## src/rtl/uart_rx_frame.sv

```systemverilog
// uart_rx_frame: 8N1 UART receiver for the line driven by UART_TX.
// RX passes through a SYNC_STAGES-deep synchroniser. The start bit is
// re-checked at mid-bit, and the data and stop bits are sampled one bit
// period apart from that point. Each good byte is presented with a
// one-cycle RX_valid strobe.
// Optional build macro UART_RX_PARITY_EN switches the frame to 8E1. It adds
// a PARITY state and the RX_parity_err output.
module uart_rx_frame #(
    parameter int CLKS_PER_BIT = 434,
    parameter int SYNC_STAGES  = 2
) (
    input  logic       clk,
    input  logic       reset,
    input  logic       RX,
    output logic [7:0] RX_data,
    output logic       RX_valid,
    output logic       RX_frame_err,
`ifdef UART_RX_PARITY_EN
    output logic       RX_parity_err,
`endif
    output logic       q_busy
);

    localparam int CNT_W = $clog2(CLKS_PER_BIT);
    localparam logic [CNT_W-1:0] HALF_LAST = CNT_W'(CLKS_PER_BIT / 2 - 1);
    localparam logic [CNT_W-1:0] BIT_LAST  = CNT_W'(CLKS_PER_BIT - 1);

    typedef enum logic [2:0] {
        ST_IDLE   = 3'd0,
        ST_START  = 3'd1,
        ST_DATA   = 3'd2,
        ST_PARITY = 3'd3,
        ST_STOP   = 3'd4,
        ST_BREAK  = 3'd5
    } state_t;

`ifdef UART_RX_PARITY_EN
    localparam state_t ST_AFTER_DATA = ST_PARITY;

    // Even parity: the data byte and its parity bit together must hold an even number of ones
    function automatic logic even_parity_err(input logic [7:0] data, input logic par);
        return ^{data, par};
    endfunction
`else
    localparam state_t ST_AFTER_DATA = ST_STOP;
`endif

    logic [SYNC_STAGES-1:0] sync_r;
    logic                   rx_s;
    state_t                 state_r;
    logic [CNT_W-1:0]       clk_cnt_r;
    logic [2:0]             bit_cnt_r;
    logic [7:0]             shift_r;
`ifdef UART_RX_PARITY_EN
    logic                   par_err_r;
`endif

    assign rx_s = sync_r[SYNC_STAGES-1];

    // Synchronise the asynchronous RX line. Reset presets the chain to the idle-high level
    always_ff @(posedge clk) begin
        if (!reset) begin
            sync_r <= {SYNC_STAGES{1'b1}};
        end else begin
            sync_r <= {sync_r[SYNC_STAGES-2:0], RX};
        end
    end

    // Receive FSM: bit timing, data capture and registered result strobes
    always_ff @(posedge clk) begin
        if (!reset) begin
            state_r       <= ST_IDLE;
            clk_cnt_r     <= '0;
            bit_cnt_r     <= 3'd0;
            shift_r       <= 8'h00;
            RX_data       <= 8'h00;
            RX_valid      <= 1'b0;
            RX_frame_err  <= 1'b0;
            q_busy        <= 1'b0;
`ifdef UART_RX_PARITY_EN
            par_err_r     <= 1'b0;
            RX_parity_err <= 1'b0;
`endif
        end else begin
            RX_valid     <= 1'b0;
            RX_frame_err <= 1'b0;
`ifdef UART_RX_PARITY_EN
            RX_parity_err <= 1'b0;
`endif
            case (state_r)
                ST_IDLE: begin
                    if (!rx_s) begin
                        state_r   <= ST_START;
                        clk_cnt_r <= '0;
                        q_busy    <= 1'b1;
                    end else begin
                        q_busy    <= 1'b0;
                    end
                end
                ST_START: begin
                    if (clk_cnt_r == HALF_LAST) begin
                        clk_cnt_r <= '0;
                        if (rx_s) begin
                            // The line went high again before mid-bit, so treat it as a glitch.
                            state_r <= ST_IDLE;
                            q_busy  <= 1'b0;
                        end else begin
                            state_r   <= ST_DATA;
                            bit_cnt_r <= 3'd0;
                        end
                    end else begin
                        clk_cnt_r <= clk_cnt_r + CNT_W'(1);
                    end
                end
                ST_DATA: begin
                    if (clk_cnt_r == BIT_LAST) begin
                        clk_cnt_r          <= '0;
                        shift_r[bit_cnt_r] <= rx_s;
                        if (bit_cnt_r == 3'd7) begin
                            state_r   <= ST_AFTER_DATA;
                            bit_cnt_r <= 3'd0;
                        end else begin
                            bit_cnt_r <= bit_cnt_r + 3'd1;
                        end
                    end else begin
                        clk_cnt_r <= clk_cnt_r + CNT_W'(1);
                    end
                end
`ifdef UART_RX_PARITY_EN
                ST_PARITY: begin
                    if (clk_cnt_r == BIT_LAST) begin
                        clk_cnt_r <= '0;
                        par_err_r <= even_parity_err(shift_r, rx_s);
                        state_r   <= ST_STOP;
                    end else begin
                        clk_cnt_r <= clk_cnt_r + CNT_W'(1);
                    end
                end
`endif
                ST_STOP: begin
                    if (clk_cnt_r == BIT_LAST) begin
                        clk_cnt_r <= '0;
                        if (rx_s) begin
                            state_r <= ST_IDLE;
                            q_busy  <= 1'b0;
`ifdef UART_RX_PARITY_EN
                            if (par_err_r) begin
                                RX_parity_err <= 1'b1;
                            end else begin
                                RX_data  <= shift_r;
                                RX_valid <= 1'b1;
                            end
`else
                            RX_data  <= shift_r;
                            RX_valid <= 1'b1;
`endif
                        end else begin
                            // A framing error overrides any parity result. Wait for the line to recover.
                            RX_frame_err <= 1'b1;
                            state_r      <= ST_BREAK;
                        end
                    end else begin
                        clk_cnt_r <= clk_cnt_r + CNT_W'(1);
                    end
                end
                ST_BREAK: begin
                    if (rx_s) begin
                        state_r <= ST_IDLE;
                        q_busy  <= 1'b0;
                    end else begin
                        state_r <= ST_BREAK;
                    end
                end
                default: begin
                    state_r   <= ST_IDLE;
                    clk_cnt_r <= '0;
                    q_busy    <= 1'b0;
                end
            endcase
        end
    end

endmodule

```

## config.mk

```make
export PLATFORM = sky130hd
export DESIGN_NAME = uart_rx_frame
export DESIGN_NICKNAME = d
export VERILOG_FILES = /design/src/rtl/uart_rx_frame.sv
export SDC_FILE = /design/constraint.sdc
export NUM_CORES = 1
export LEC_CHECK = 0
export BUFFER_PORTS_ARGS = -buffer_cell sky130_fd_sc_hd__buf_2
export CORE_UTILIZATION = 40
export DETAILED_ROUTE_END_ITERATION = 8
export PLACE_DENSITY = 0.69
export SYNTH_ARGS = -nofsm -noshare
export SYNTH_HDL_FRONTEND = slang
export SYNTH_SLANG_ARGS = --single-unit
```

## constraint.sdc

```tcl
create_clock -name clk -period 1.6 [get_ports clk]
set_input_delay 0.32 -clock clk [delete_from_list [all_inputs] [get_ports clk]]
set_output_delay 0.32 -clock clk [all_outputs]
set_load 0.1 [all_outputs]
```

* Yosys cells after proc, flatten, opt, wreduce, memory -nomap -nowiden
Index checks and enable logic that the tools add are counted.
Word-level totals: word-level logic and storage cells 65, bits of input ports 3, flip-flop bits (word level) 36, output and inout port bits 11
Cells by class: muxes and demuxes 26, reductions and logical operators 11, $lt $le $gt $ge 2, $add $sub $neg 2, equal/unequal tests 13, bitwise logic cells 2
Operators by type and width (number):
- $pmux 9 s4 | 1
- $mux 3 | 10
- $mux 9 | 3
- $pmux 3 s5 | 1
- $ne 2x2->1 const B | 6
- $add 9x1->9 const B | 1
- $eq 3x3->1 const B | 3
- $eq 9x8->1 const B | 1
- $eq 9x9->1 const B | 1
- $reduce_and 3->1 | 3
- $bwmux 8 | 1
- $mux 1 | 6
- $pmux 3 s2 | 1
- $pmux 1 s5 | 1
- $reduce_and 5->1 | 1
- $lt 3x4->1 const B | 1
- $reduce_and 2->1 | 2
- $reduce_and 4->1 | 1
- $add 3x1->3 const B | 1
- $demux 1 s3 | 1
- $eq 3x1->1 const B | 1
- $eq 3x2->1 const B | 1
- $ge 3x1->1 const B | 1
- $logic_not 3->1 | 1
- other kinds (5) | 6

* Depth between registers and ports, before layout
depth after elaboration 5, mapped depth 7, depth with buffers taken out 6

* Worst setup path after synthesis
Ideal clock, no wire load.
kind register to register, from register clk_cnt_r[1], to register state_r[1], buffers on the path 0, required time 1.528 ns, arrival time 1.618 ns, slack -0.090 ns, library setup time 0.072 ns, stages on the path, launching flop included 7, clock period less this slack 1.690 ns, path through dfxtp_1 > inv_1 > ha_1 > and4bb_4 > a311oi_2 > or3_4 > mux2i_1
Between the ends: longest elaborated chain between the ends 3, elaborated cells on any way between the ends 6, those cells by class 5 x eq/ne; 1 x reduce/logical
RTL lines:
- start, declared | RTL line 51 | logic [CNT_W-1:0] clk_cnt_r;
- start signal, assigned | RTL line 112 | clk_cnt_r <= clk_cnt_r + CNT_W'(1);
- start signal, assigned | RTL line 126 | clk_cnt_r <= clk_cnt_r + CNT_W'(1);
- start signal, assigned | RTL line 163 | clk_cnt_r <= clk_cnt_r + CNT_W'(1);
- $eq 9x9->1 or $eq 9x8->1 (tied branches) | RTL line 116, 141, 101
- $ne 2x2->1 (no line)
- $reduce_and 5->1 (no line) (*)
- end signal, assigned | RTL line 120 | state_r <= ST_AFTER_DATA;
- end signal, assigned | RTL line 144 | state_r <= ST_IDLE;
- end signal, assigned | RTL line 160 | state_r <= ST_BREAK;
- end, declared | RTL line 50 | state_t state_r;
Every way passes the cells marked *; elsewhere a longest branch is shown, timed or not. A chain may end at the register's enable or synchronous reset.

* Worst setup path after layout
from register clk_cnt_r[4], to register shift_r[2]
Between the ends: longest elaborated chain between the ends 2
RTL lines:
- $eq 9x9->1 | RTL line 116 | if (clk_cnt_r == BIT_LAST) begin
- $reduce_and 2->1 (no line)
- end signal, assigned by index | RTL line 118 | shift_r[bit_cnt_r] <= rx_s;
- end, declared | RTL line 53 | logic [7:0] shift_r;
Every way passes these cells.

==> flow_summary.json <==
{
  "drv_cap": 0,
  "numCtsBuffers": 5,
  "dp_slack_ps": -81.5,
  "syn_nets": 220,
  "globalplace.congestion": 0.836,
  "finalWirelength_um": 5420,
  "grt.overflow.total": 0,
  "skew_ps": 7.43,
  "slew_headroom_pct": 67.7,
  "wl_per_cell_um": 17.1,
  "ys_seq_area_share_pct": 37.4,
  "cts-root-buf": "clkbuf_8",
  "worst-setup-path-type": "reg -> reg",
  "finalHoldViolCount": 0,
  "arrival_ps": 1880,
  "synth-async-reset-ratio_pct": 0,
  "ys.flop_type": "dfxtp_1",
  "setup_tns_ps": -755,
  "initial_core_util_pct": 42.8,
  "clkLatencyLatePin_ps": 290,
  "drtPass1Iterations": 4,
  "holdWs_ps": 210,
  "die_w_um": 71.5,
  "ys_warn_count": 0,
  "leakage_nw": 1.02,
  "die_height_um": 71.5,
  "cts.clk_slew.worst_paths_ps": 70,
  "antenna_cells": 0,
  "synthCells": 212,
  "coreArea_um2": 4500,
  "area_delta_synth_final_pct": 43.0,
  "worst_slack_ps": -111,
  "setup_viol": 19,
  "cts_hold_buf": 0,
  "antenna_left": 0,
  "clockBufferDepth": 2,
  "avgSynthCellArea_um2": 9.10,
  "layout_commonest_cell": "buf_4",
  "layout-drive-gt1-share_pct": 40.8,
  "violations": "negative setup slack",
  "layout_common_cells": "buf_4 (37), dfxtp_1 (30), nand2_1 (24)",
  "grt_max_degree": 20,
  "rsz0062_at_grt": "yes",
  "p_total_mw": 2.73,
  "final_nets": 272,
  "cts_tree": "done",
  "numPortBuffers": 13,
  "die_area_um2": 5110,
  "antenna_found_initial": 0,
  "status": "finished with violations",
  "initialDrtViolationCount": 130,
  "stdcell_count": 317,
  "htreeDepth": 2,
  "synth_edf_count": 0,
  "critPathCaptureType": "flip-flop",
  "num_io_pins": 14,
  "post-dp-hpwl_um": 3160,
  "synth.ff_latch_count": 36,
  "synth_cell_types": 55,
  "power.density_nw_per_um2": 989,
  "grt_pass1_vias": 1722,
  "required_ps": 1760,
  "finalMaxSlewViolations": 0,
  "avgViaCountPerCell": 5.83,
  "numClockSinks": 36,
  "vias": 1848,
  "cp_max_fo": 5,
  "row_count": 24,
  "min_path_type": "in -> reg",
  "drc": 0,
  "syn-cell-area_um2": 1930,
  "min_period_over_period_pct": 107,
  "fmaxAchievable_mhz": 584,
  "cp-start-kind": "flip-flop",
  "grt_use_total_pct": 20.3,
  "tightest_slew_ps": 488,
  "grt_pass1_wl_um": 8080,
  "ir_drop_mv": 0.484,
  "fin_crit_ps": 1710,
  "dp_cells": 298
}
logic make-up after synthesis:
group                    count (synthesis)  synth area share [%]
XOR/XNOR                                 2                 0.908
flip-flops                              36                  37.4
AO/OA/AOI/OAI                           37                  14.4
adder cells (fa/ha/maj)                  6                  3.76
AND/OR/NAND/NOR                         94                  30.0
multiplexers                            18                  9.34
buffers and inverters                   19                  4.28
layer usage:
layer	vias to the layer above	share of wire (%)	GRT usage (%)
met3	17	3.5	5.06
met1	895	44	25.6
met4	0	3.2	9.15
met2	51	49	32.9
li1	885	-	-
met5	-	0	0
cells in the mapped netlist, types with 3 or more instances:
master	count	area, um2
a2111oi_0	3	26.3
buf_2	5	25.0
clkbuf_1	7	26.3
dfxtp_1	36	721
ha_1	5	62.6
inv_1	4	15.0
mux2i_1	18	180
nand2_1	24	90.1
nand2b_1	5	31.3
nand3_1	8	40.0
nand3b_1	4	30.0
nand4b_1	3	26.3
nor2_1	11	41.3
nor2b_1	10	62.6
nor3_1	3	15.0
nor3b_2	3	37.5
nor4_1	6	37.5
o21ai_0	6	30.0
o21ai_1	4	20.0
state kept, by name, indices dropped and copies added (netlist names):
| name | count |
|---|---|
| bit_cnt_r | 3 |
| sync_r | 2 |
| q_busy | 1 |
| state_r | 3 |
| RX_frame_err | 1 |
| RX_data | 8 |
| RX_valid | 1 |
| shift_r | 8 |
| clk_cnt_r | 9 |
final timing paths:
kind / slack [ps] / from / end / cells past startpoint
hold / removal: 210 / RX / sync_r[0] / 2
setup reg to reg: -110 / clk_cnt_r[4] / shift_r[2] / 5
setup / recovery: -110 / clk_cnt_r[4] / shift_r[2] / 5
hold reg to reg: 420 / sync_r[0] / sync_r[1] / 1
report_power, final:
| group | total [mW] | internal [mW] | switching (mW) |
|---|---|---|---|
| Combinational | 0.972 | 0.483 | 0.489 |
| Sequential | 0.968 | 0.931 | 0.0377 |
| Clock | 0.787 | 0.462 | 0.325 |
| Total | 2.73 | 1.88 | 0.852 |
repair_timing:
item / 4_1_cts / 5_1_grt
hold endpoints to repair: 0 / 0
buffers inserted: 6 / 6
gates resized for setup: 35 / 25
setup endpoints to repair: 25 / 26
pin swaps: 10 / 19
worst max-delay path, stage by stage (launching register included):
cell and delay, ps:
dfxtp_1 460, nand4b_1 240, buf_4 210, nor4_4 370, nand3b_1 160, mux2i_1 150
area by class of cell:
| class | instances | area (um2) |
|---|---|---|
| timing repair buffer | 60 | 455 |
| clock inverter | 2 | 35.0 |
| clock buffer | 6 | 72.6 |
| sequential | 36 | 736 |
| fill | 362 | 1750 |
| multi-input combinational | 157 | 1380 |
| tap | 52 | 65.1 |
| inverter | 4 | 17.5 |
per-stage QoR:
step	util [%]	area (um2)
floorplan	-	1940
global placement	50.6	2280
detailed placement	50.6	2280
CTS	57.1	2570
global route	61.3	2760
finish	61.3	2760
No activity file was read; power rests on OpenSTA's default activity.
